## src/rtl/imem_bank_if.sv

```systemverilog
// imem_bank_if: fetch/load bus between the core side (master) and the instruction memory (slave).
interface imem_bank_if #(
  parameter int unsigned ADDR_WIDTH = 8,
  parameter int unsigned DATA_WIDTH = 32
);
  localparam int unsigned BYTES = DATA_WIDTH / 8;

  logic                  init_busy;
  logic                  fetch_req;
  logic [ADDR_WIDTH-1:0] fetch_addr;
  logic                  fetch_ready;
  logic                  fetch_valid;
  logic [DATA_WIDTH-1:0] fetch_data;
  logic                  fetch_err;
  logic                  load_en;
  logic [ADDR_WIDTH-1:0] load_addr;
  logic [BYTES-1:0]      load_strb;
  logic [DATA_WIDTH-1:0] load_data;
  logic                  load_ready;
  logic                  load_err;

  modport master (
    input  init_busy, fetch_ready, fetch_valid, fetch_data, fetch_err,
           load_ready, load_err,
    output fetch_req, fetch_addr, load_en, load_addr, load_strb, load_data
  );

  modport slave (
    output init_busy, fetch_ready, fetch_valid, fetch_data, fetch_err,
           load_ready, load_err,
    input  fetch_req, fetch_addr, load_en, load_addr, load_strb, load_data
  );
endinterface

```

## src/rtl/imem_bank.sv

```systemverilog
// imem_bank: word-organised 1R/1W instruction RAM with zero-fill sweep after reset,
// registered byte-addressed fetch port and byte-strobed load port.
// Optional feature macro: IMEM_ALIGN_CHECK_EN (misaligned accesses flagged instead of aliased).
module imem_bank #(
  parameter int unsigned ADDR_WIDTH = 8,
  parameter int unsigned DATA_WIDTH = 32
) (
  input  logic        clk,
  input  logic        rst_n,
  imem_bank_if.slave  bus
);
  localparam int unsigned BYTES = DATA_WIDTH / 8;
  localparam int unsigned OFFS  = $clog2(BYTES);
  localparam int unsigned IDX_W = ADDR_WIDTH - OFFS;
  localparam int unsigned DEPTH = 1 << IDX_W;

  typedef enum logic {
    INIT  = 1'b0,
    READY = 1'b1
  } state_t;

  state_t                state_q;
  logic [IDX_W-1:0]      cnt_q;
  logic [DATA_WIDTH-1:0] mem_q [DEPTH];
  logic                  fetch_valid_q;
  logic [DATA_WIDTH-1:0] fetch_data_q;
  logic                  fetch_err_q;
  logic                  load_err_q;

  logic [IDX_W-1:0]      fetch_idx_c;
  logic [IDX_W-1:0]      load_idx_c;
  logic                  fetch_mis_c;
  logic                  load_mis_c;
  logic                  load_acc_c;

  // Address decode and misalignment detection.
  always_comb begin
    fetch_idx_c = bus.fetch_addr[ADDR_WIDTH-1:OFFS];
    load_idx_c  = bus.load_addr[ADDR_WIDTH-1:OFFS];
`ifdef IMEM_ALIGN_CHECK_EN
    fetch_mis_c = |bus.fetch_addr[OFFS-1:0];
    load_mis_c  = |bus.load_addr[OFFS-1:0];
`else
    fetch_mis_c = 1'b0;
    load_mis_c  = 1'b0;
`endif
    load_acc_c  = bus.load_en && (state_q == READY);
  end

`ifndef IMEM_ALIGN_CHECK_EN
  // Offset bits alias to the containing word when alignment checking is off.
  logic unused_offs;
  assign unused_offs = ^{bus.fetch_addr[OFFS-1:0], bus.load_addr[OFFS-1:0]};
`endif

  // Storage: zero-fill during the sweep, strobed lane writes once ready.
  always_ff @(posedge clk) begin
    if (rst_n) begin
      if (state_q == INIT) begin
        mem_q[cnt_q] <= '0;
      end else if (load_acc_c && !load_mis_c) begin
        for (int i = 0; i < int'(BYTES); i++) begin
          if (bus.load_strb[i]) begin
            mem_q[load_idx_c][8*i +: 8] <= bus.load_data[8*i +: 8];
          end
        end
      end
    end
  end

  // Sweep/ready state machine with registered fetch response and load error pulse.
  always_ff @(posedge clk) begin
    if (!rst_n) begin
      state_q       <= INIT;
      cnt_q         <= '0;
      fetch_valid_q <= 1'b0;
      fetch_data_q  <= '0;
      fetch_err_q   <= 1'b0;
      load_err_q    <= 1'b0;
    end else begin
      fetch_valid_q <= 1'b0;
      load_err_q    <= 1'b0;
      if (state_q == INIT) begin
        cnt_q <= cnt_q + IDX_W'(1);
        if (cnt_q == IDX_W'(DEPTH - 1)) begin
          state_q <= READY;
        end
      end else begin
        // Reading mem_q here sees pre-write contents on a same-cycle load.
        if (bus.fetch_req) begin
          fetch_valid_q <= 1'b1;
          fetch_err_q   <= fetch_mis_c;
          fetch_data_q  <= fetch_mis_c ? '0 : mem_q[fetch_idx_c];
        end
        if (bus.load_en && load_mis_c) begin
          load_err_q <= 1'b1;
        end
      end
    end
  end

  assign bus.init_busy   = (state_q == INIT);
  assign bus.fetch_ready = (state_q == READY);
  assign bus.load_ready  = (state_q == READY);
  assign bus.fetch_valid = fetch_valid_q;
  assign bus.fetch_data  = fetch_data_q;
  assign bus.fetch_err   = fetch_err_q;
  assign bus.load_err    = load_err_q;
endmodule

```

## src/flat_wrapper.sv

```systemverilog
// flat-port wrapper written by rule: the top's interface ports become plain ports
module imem_bank_flat 
#(
  parameter int unsigned ADDR_WIDTH = 8,
  parameter int unsigned DATA_WIDTH = 32
)
  (clk, rst_n, bus_init_busy, bus_fetch_ready, bus_fetch_valid, bus_fetch_data, bus_fetch_err, bus_load_ready, bus_load_err, bus_fetch_req, bus_fetch_addr, bus_load_en, bus_load_addr, bus_load_strb, bus_load_data);
  imem_bank_if #(.ADDR_WIDTH(ADDR_WIDTH), .DATA_WIDTH(DATA_WIDTH)) bus_i ();
  input  logic clk;
  input  logic rst_n;
  output wire logic [$bits(bus_i.init_busy)-1:0] bus_init_busy;
  output wire logic [$bits(bus_i.fetch_ready)-1:0] bus_fetch_ready;
  output wire logic [$bits(bus_i.fetch_valid)-1:0] bus_fetch_valid;
  output wire logic [$bits(bus_i.fetch_data)-1:0] bus_fetch_data;
  output wire logic [$bits(bus_i.fetch_err)-1:0] bus_fetch_err;
  output wire logic [$bits(bus_i.load_ready)-1:0] bus_load_ready;
  output wire logic [$bits(bus_i.load_err)-1:0] bus_load_err;
  input wire logic [$bits(bus_i.fetch_req)-1:0] bus_fetch_req;
  input wire logic [$bits(bus_i.fetch_addr)-1:0] bus_fetch_addr;
  input wire logic [$bits(bus_i.load_en)-1:0] bus_load_en;
  input wire logic [$bits(bus_i.load_addr)-1:0] bus_load_addr;
  input wire logic [$bits(bus_i.load_strb)-1:0] bus_load_strb;
  input wire logic [$bits(bus_i.load_data)-1:0] bus_load_data;
  assign bus_init_busy = bus_i.init_busy;
  assign bus_fetch_ready = bus_i.fetch_ready;
  assign bus_fetch_valid = bus_i.fetch_valid;
  assign bus_fetch_data = bus_i.fetch_data;
  assign bus_fetch_err = bus_i.fetch_err;
  assign bus_load_ready = bus_i.load_ready;
  assign bus_load_err = bus_i.load_err;
  assign bus_i.fetch_req = bus_fetch_req;
  assign bus_i.fetch_addr = bus_fetch_addr;
  assign bus_i.load_en = bus_load_en;
  assign bus_i.load_addr = bus_load_addr;
  assign bus_i.load_strb = bus_load_strb;
  assign bus_i.load_data = bus_load_data;
  imem_bank #(.ADDR_WIDTH(ADDR_WIDTH), .DATA_WIDTH(DATA_WIDTH)) u_core (.clk(clk), .rst_n(rst_n), .bus(bus_i));
endmodule
```

## config.mk

```make
export PLATFORM = sky130hd
export DESIGN_NAME = imem_bank_flat
export DESIGN_NICKNAME = d
export VERILOG_FILES = /design/src/rtl/imem_bank_if.sv /design/src/rtl/imem_bank.sv /design/src/flat_wrapper.sv
export SDC_FILE = /design/constraint.sdc
export NUM_CORES = 2
export LEC_CHECK = 0
export CORE_ASPECT_RATIO = 1.75
export CORE_MARGIN = 10
export CORE_UTILIZATION = 25
export CTS_CLUSTER_SIZE = 28
export DETAILED_ROUTE_END_ITERATION = 10
export PLACE_DENSITY_LB_ADDON = 0.08
export SYNTH_ARGS = -nofsm -noshare
export SYNTH_HDL_FRONTEND = slang
export SYNTH_SLANG_ARGS = --single-unit
```

## constraint.sdc

```tcl
create_clock -name clk -period 4.5 [get_ports clk]
set_input_delay 0.675 -clock clk [delete_from_list [all_inputs] [get_ports clk]]
set_output_delay 0.675 -clock clk [all_outputs]
set_load 0.01 [all_outputs]
```

---- Yosys cells after proc, flatten, opt, wreduce, memory -nomap -nowiden ----
Memories as Yosys holds them, arrays and structs flattened. A register that Yosys moved wholly into a read port is not among the register bits.
Index checks and enable logic that the tools add are counted.
storage, ports and cells
  register bits ........................... 8
  bits in latches ......................... 0
  memory bits (writable) .................. 2048
  bits in read-only memories .............. 0
  word-level logic and storage cells ...... 41
  memories ................................ 1
memories
  memory        depth  width  read ports  clocked after memory_dff  write ports  line             source
  u_core.mem_q  64     32     1           1                         1            imem_bank.sv:24  logic [DATA_WIDTH-1:0] mem_q [DEPTH];
operators by class
  $add $sub $neg .......................... 1
  $mul .................................... 0
  divide/modulo/power cells ............... 0
  magnitude comparators ................... 0
  equal/unequal tests ..................... 1
  shifts and indexed selects .............. 0
  multiplexer cells ....................... 29
  bitwise logic cells ..................... 1
  reduce and logical (&&, ||, !) cells .... 5
operators by type and width
  cell                                         number
  2-to-1 mux 32 bit                            1
  OR reduction 32 bit                          1
  2-to-1 mux 1 bit                             26
  adder 6 x 1 -> 6 bit, second input constant  1
  equality test 6 bit, second input constant   1
  2-to-1 mux 6 bit                             1
  2-to-1 mux 4 bit                             1
  AND reduction 2 bit                          2
  logical AND 1 bit                            1
  logical NOT 1 bit                            1
  inverter 1 bit                               1

---- Longest topological paths before layout ----
  word-level depth ........................ 7
  mapped depth ............................ 11
  gate-level depth less buffers ........... 6

---- Worst setup path after synthesis ----
No wires, ideal clock.
  path type ............................... input port to flip-flop
  start ................................... in bus_load_en
  end ..................................... mem u_core.mem_q[0][10] (data pin)
  setup time .............................. 367 ps
  arrival ................................. 2627 ps
  data required time ...................... 4133 ps
  path slack .............................. 1505 ps
  cell stages on the path ................. 6
  cell sequence ........................... nand3_1 > nor2_1 > buf_2 > buf_2 > clkbuf_1 > and2_1
on the way
  cells in the longest elaborated chain, start to end .. 7
  elaborated cells between the ends (all ways) .. 19
  those cells by class .................... mux (17); reduce/logical (2)
RTL lines
  element                                   line                source
  start: declaration                        flat_wrapper.sv:20  input wire logic [$bits(bus_i.load_en)-1:0] bus_load_en;
  logical AND 1 bit (*)                     imem_bank.sv:47     load_acc_c = bus.load_en && (state_q == READY);
  2-to-1 mux 1 bit                          imem_bank.sv:61     end else if (load_acc_c && !load_mis_c) begin
  2-to-1 mux 1 bit                          imem_bank.sv:59     if (state_q == INIT) begin
  2-to-1 mux 1 bit                          imem_bank.sv:58     if (rst_n) begin
  2-to-1 mux 1 bit (implied by the code)    imem_bank.sv:64     mem_q[load_idx_c][8*i +: 8] <= bus.load_data[8*i +: 8];
  OR reduction 32 bit (no source line) (*)  -
  2-to-1 mux 32 bit (no source line) (*)    -
  end: declaration                          imem_bank.sv:24
Mark *: on every way between the ends. The rest lies on a longest branch, timed or not.

---- Worst setup path after layout ----
  start ................................... in bus_load_en
  end ..................................... mem u_core.mem_q[21][8] (enable)
on the way
  cells in the longest elaborated chain, start to end .. 7
  elaborated cells between the ends (all ways) .. 20
  those cells by class .................... mux (18); reduce/logical (2)
RTL lines
  element                                                                line
  logical AND 1 bit (*)                                                  imem_bank.sv:47
  2-to-1 mux 1 bit                                                       imem_bank.sv:61
  2-to-1 mux 1 bit                                                       imem_bank.sv:59
  2-to-1 mux 1 bit                                                       imem_bank.sv:58
  2-to-1 mux 1 bit (implied by the code)                                 imem_bank.sv:64
  OR reduction 32 bit (no source line)                                   -
  2-to-1 mux 6 bit (no source line) or 2-to-1 mux 4 bit (tied branches)  -
Marks and branches as above.

==> results.md <==
| Quantity | This run |
| --- | --- |
| Setup repair after global routing missed its margin | false |
| Initial core utilization | 25.1% |
| Most used cell along the critical path | buf_4 |
| Detailed-routing iteration count for the pre-antenna-repair pass | 5 |
| Synthesis warning total | 0 |
| Number of endpoints with negative hold slack in the final report | 0 |
| Critical path required time | 5090 ps |
| Total of fill cells in the finished design | 31800 |
| Cell with the largest stage delay on the worst path | a41oi_2 |
| Reg-to-reg slack, setup | 960 ps |
| Area of the multi-input gates | 0.0178 mm^2 |
| Number of instances in the synthesized netlist | 3974 |
| Count of vias placed by the detailed router | 41000 |
| Critical Path AT | 4150 ps |
| Sum Neg Setup Slack | 0 ps |
| Number of H-tree levels | 4 |
| Time the worst path needs with I/O delays and setup | 3570 ps |
| Setup ws final | 934 ps |
| Area of the core | 0.323 mm^2 |
| Top cell type's share of synthesized area | 75.8% |
| Seq cells post-synth | 2088 |
| Cts bufs inserted | 211 |
| Power density over the cells | 408 mW/mm^2 |
| HP Class | input pin to flop |
| Max-slew violation count | 0 |
| Cell types with the largest area share after synthesis | edfxtp_1 76%, mux4_2 12%, mux2i_1 2.8% |
| Pin count of the biggest net entering global routing | 65 |
| Die area | 0.349 mm^2 |
| Clock sinks | 2088 |
| I/O pin count | 94 |
| Clock transition at the registers of the reported paths | 60 ps |
| Status | complete, no violations |
| Drt drc | 0 |
| Post-synthesis average cell area | 20.4 um^2 |
| Global-route congestion overflow total | 0 |
| Worst vdd ir | 0.261 mV |
| Critical-path maximum fanout | 15 |
| Setup-violating endpoint count in the final report | 0 |
| First-pass GRT wire length | 395000 um |
| Die Y-Extent | 774 um |
| Total routed wirelength | 291000 um |
| Final hold slack | 442 ps |
| Row Count | 276 |
| Post-CTS Setup Repair Bufs | 0 |
| Cell taking the most area after synthesis | edfxtp_1 |
| Crit share post-route | 79.2% |
| CTS hold repair buffers | 0 |
| Syn-to-layout area delta | 19.9% |
| Worst Path Class, Setup | input pin to flop |
| Insertion delay of the later-clocked pin in the worst-skew pair | 890 ps |
| Global placement routability congestion | 0.759 |
| Width of the chip | 451 um |
| Sequential cell area fraction in the yosys report | 76.8% |
| Vias in the first global route | 43900 |
| Netlist area before placement | 0.0812 mm^2 |
| Actual transition at the worst max-transition pin | 1420 ps |
| IO buf count | 87 |
| Count of flip-flops with a built-in enable after synthesis | 2048 |
| Critical path launch point type | input pin |
| Max-cap check violation count | 0 |
| TritonCTS clock tree | yes |
| Post-CTS Resized | 0 |
| Worst clock skew | 66.9 ps |
| Most common cell after layout, fill and taps aside | edfxtp_1 |
| Post-route total power | 39700 uW |
| Number of DRC markers in iteration 0 | 2984 |
| Clk buf depth | 4 |
| Net total in the final layout | 4589 |
| HPWL after detailed placement | 199000 um |
| Number of vias per cell after detailed routing | 4.55 |
| Antenna violations before repair | 31 |
| Leading cell types in the layout, fill and taps excluded | 2048 x edfxtp_1, 445 x mux4_2, 427 x buf_4 |
| Per-cell routed wire length | 32.4 um |
| CP cell instances | clkdlybuf4s50_1 > nand3_1 > nor2_4 > nor4bb_1 > a41oi_2 > buf_4 > nand2b_1 > nor2_1 > buf_4 |
| Remaining antenna violation count after routing | 0 |
| Share of layout cells above drive strength 1 | 27.4% |
| Standby leakage power | 0.0284 uW |
| Proportion of synthesized flip-flops having asynchronous set or reset | 0% |
| Worst Setup End Kind | flop |
| Slew HR | 5.18% |
| Distinct cell type count of the synthesized netlist | 57 |
| Leading register cell type out of synthesis | edfxtp_1 |
| Clock root buffer | clkbuf_16 |
| Post-Place Setup Slack | -28.6 ps |
| Delay of the slowest cell on the worst path | 950 ps |
| Overall track demand over capacity in global routing | 16.3% |
| Area used by sequential logic in the layout | 0.0623 mm^2 |
| Achievable Freq | 280 MHz |
==> report_power, final <==
group / internal [uW] / switching, uW / total (uW)
logic: 584 / 986 / 1570
clock network: 9300 / 7700 / 17000
registers: 21100 / 17.0 / 21100
total: 31000 / 8710 / 39700
==> layer usage <==
layer  up-vias  part of all wire, %  global-route usage, %
li1      17500                    -                      -
met1     22300                   38                   18.7
met2       835                   56                   31.6
met3       317                  3.6                   2.01
met4         8                  2.4                   3.81
met5         -                0.016                      0
==> final timing paths <==
kind	to	depth (start not counted)	start
max reg2reg	u_core.mem_q[21][8]	8	u_core.bus.fetch_ready
min reg2reg	u_core.bus.fetch_data[27]	2	u_core.bus.fetch_data[27]
min	u_core.bus.fetch_data[10]	4	bus_fetch_addr[6]
max	u_core.mem_q[21][8]	9	bus_load_en
==> cells by family after synthesis <==
kind of cell,Yosys count,share of synthesized area [%]
AOI/OAI and AO/OA,355,2.99
xor gates and xnor gates,4,0.0432
adders and majority gates,1,0.0154
buffers and inverters,241,1.58
DFF,2088,76.8
muxes,690,15.4
other,1,0.00462
and+or+nand+nor,594,3.23
==> metrics by stage <==
stage / utilization [%] / std cells / cell area, um^2
after floorplan: - / 3975 / 81200
after global placement: 28.1 / 8628 / 90900
after detailed placement: 28.1 / 8628 / 90900
after CTS: 30.1 / 8992 / 97300
after global routing: 30.1 / 8994 / 97300
final: 30.1 / 8998 / 97300
==> layout make-up <==
class / count / share of cell area [%]
diodes: 6 / 0.0154
clock buffers: 273 / 5.72
well taps: 4309 / 5.54
multi-input cells: 1646 / 18.3
inverters: 6 / 0.0283
clock inverters: 91 / 0.791
flip-flops and latches: 2088 / 64.0
repair buffers: 579 / 5.54
==> registers in the layout, summed over array words and instances, names as in the netlist <==
signal,cells
u_core.bus.fetch_ready,1
u_core.bus.fetch_data,32
u_core.bus.fetch_valid,1
u_core.mem_q,2048
u_core.cnt_q,6
==> worst max-delay path, delay by kind of cell <==
family                 cells  cell delay (ps)
AO/OA/AOI/OAI              1              950
AND/OR/NAND/NOR            5             1430
buffers and inverters      3             1050
==> Yosys cell counts, drive strengths merged (2+ instances only) <==
master	number
edfxtp	2048
mux4	445
nor2	302
mux2i	231
buf	143
nand2	135
clkbuf	92
a21oi	90
a22oi	77
and2	41
dfxtp	40
o221ai	40
o22ai	39
nand2b	34
o21ai	26
nand3	25
mux2	14
a211oi	13
nor4	12
a221oi	11
a22o	11
nor2b	11
nand4	8
a31oi	7
and3	7
o31a	7
o31ai	7
a21boi	6
a32oi	6
inv	5
a311oi	4
a41oi	4
nor4b	4
o21a	3
or2	3
a211o	2
nand3b	2
nand4b	2
nor3	2
nor4bb	2
or3	2
xnor2	2
xor2	2
Power figures use the tool's default switching activity.
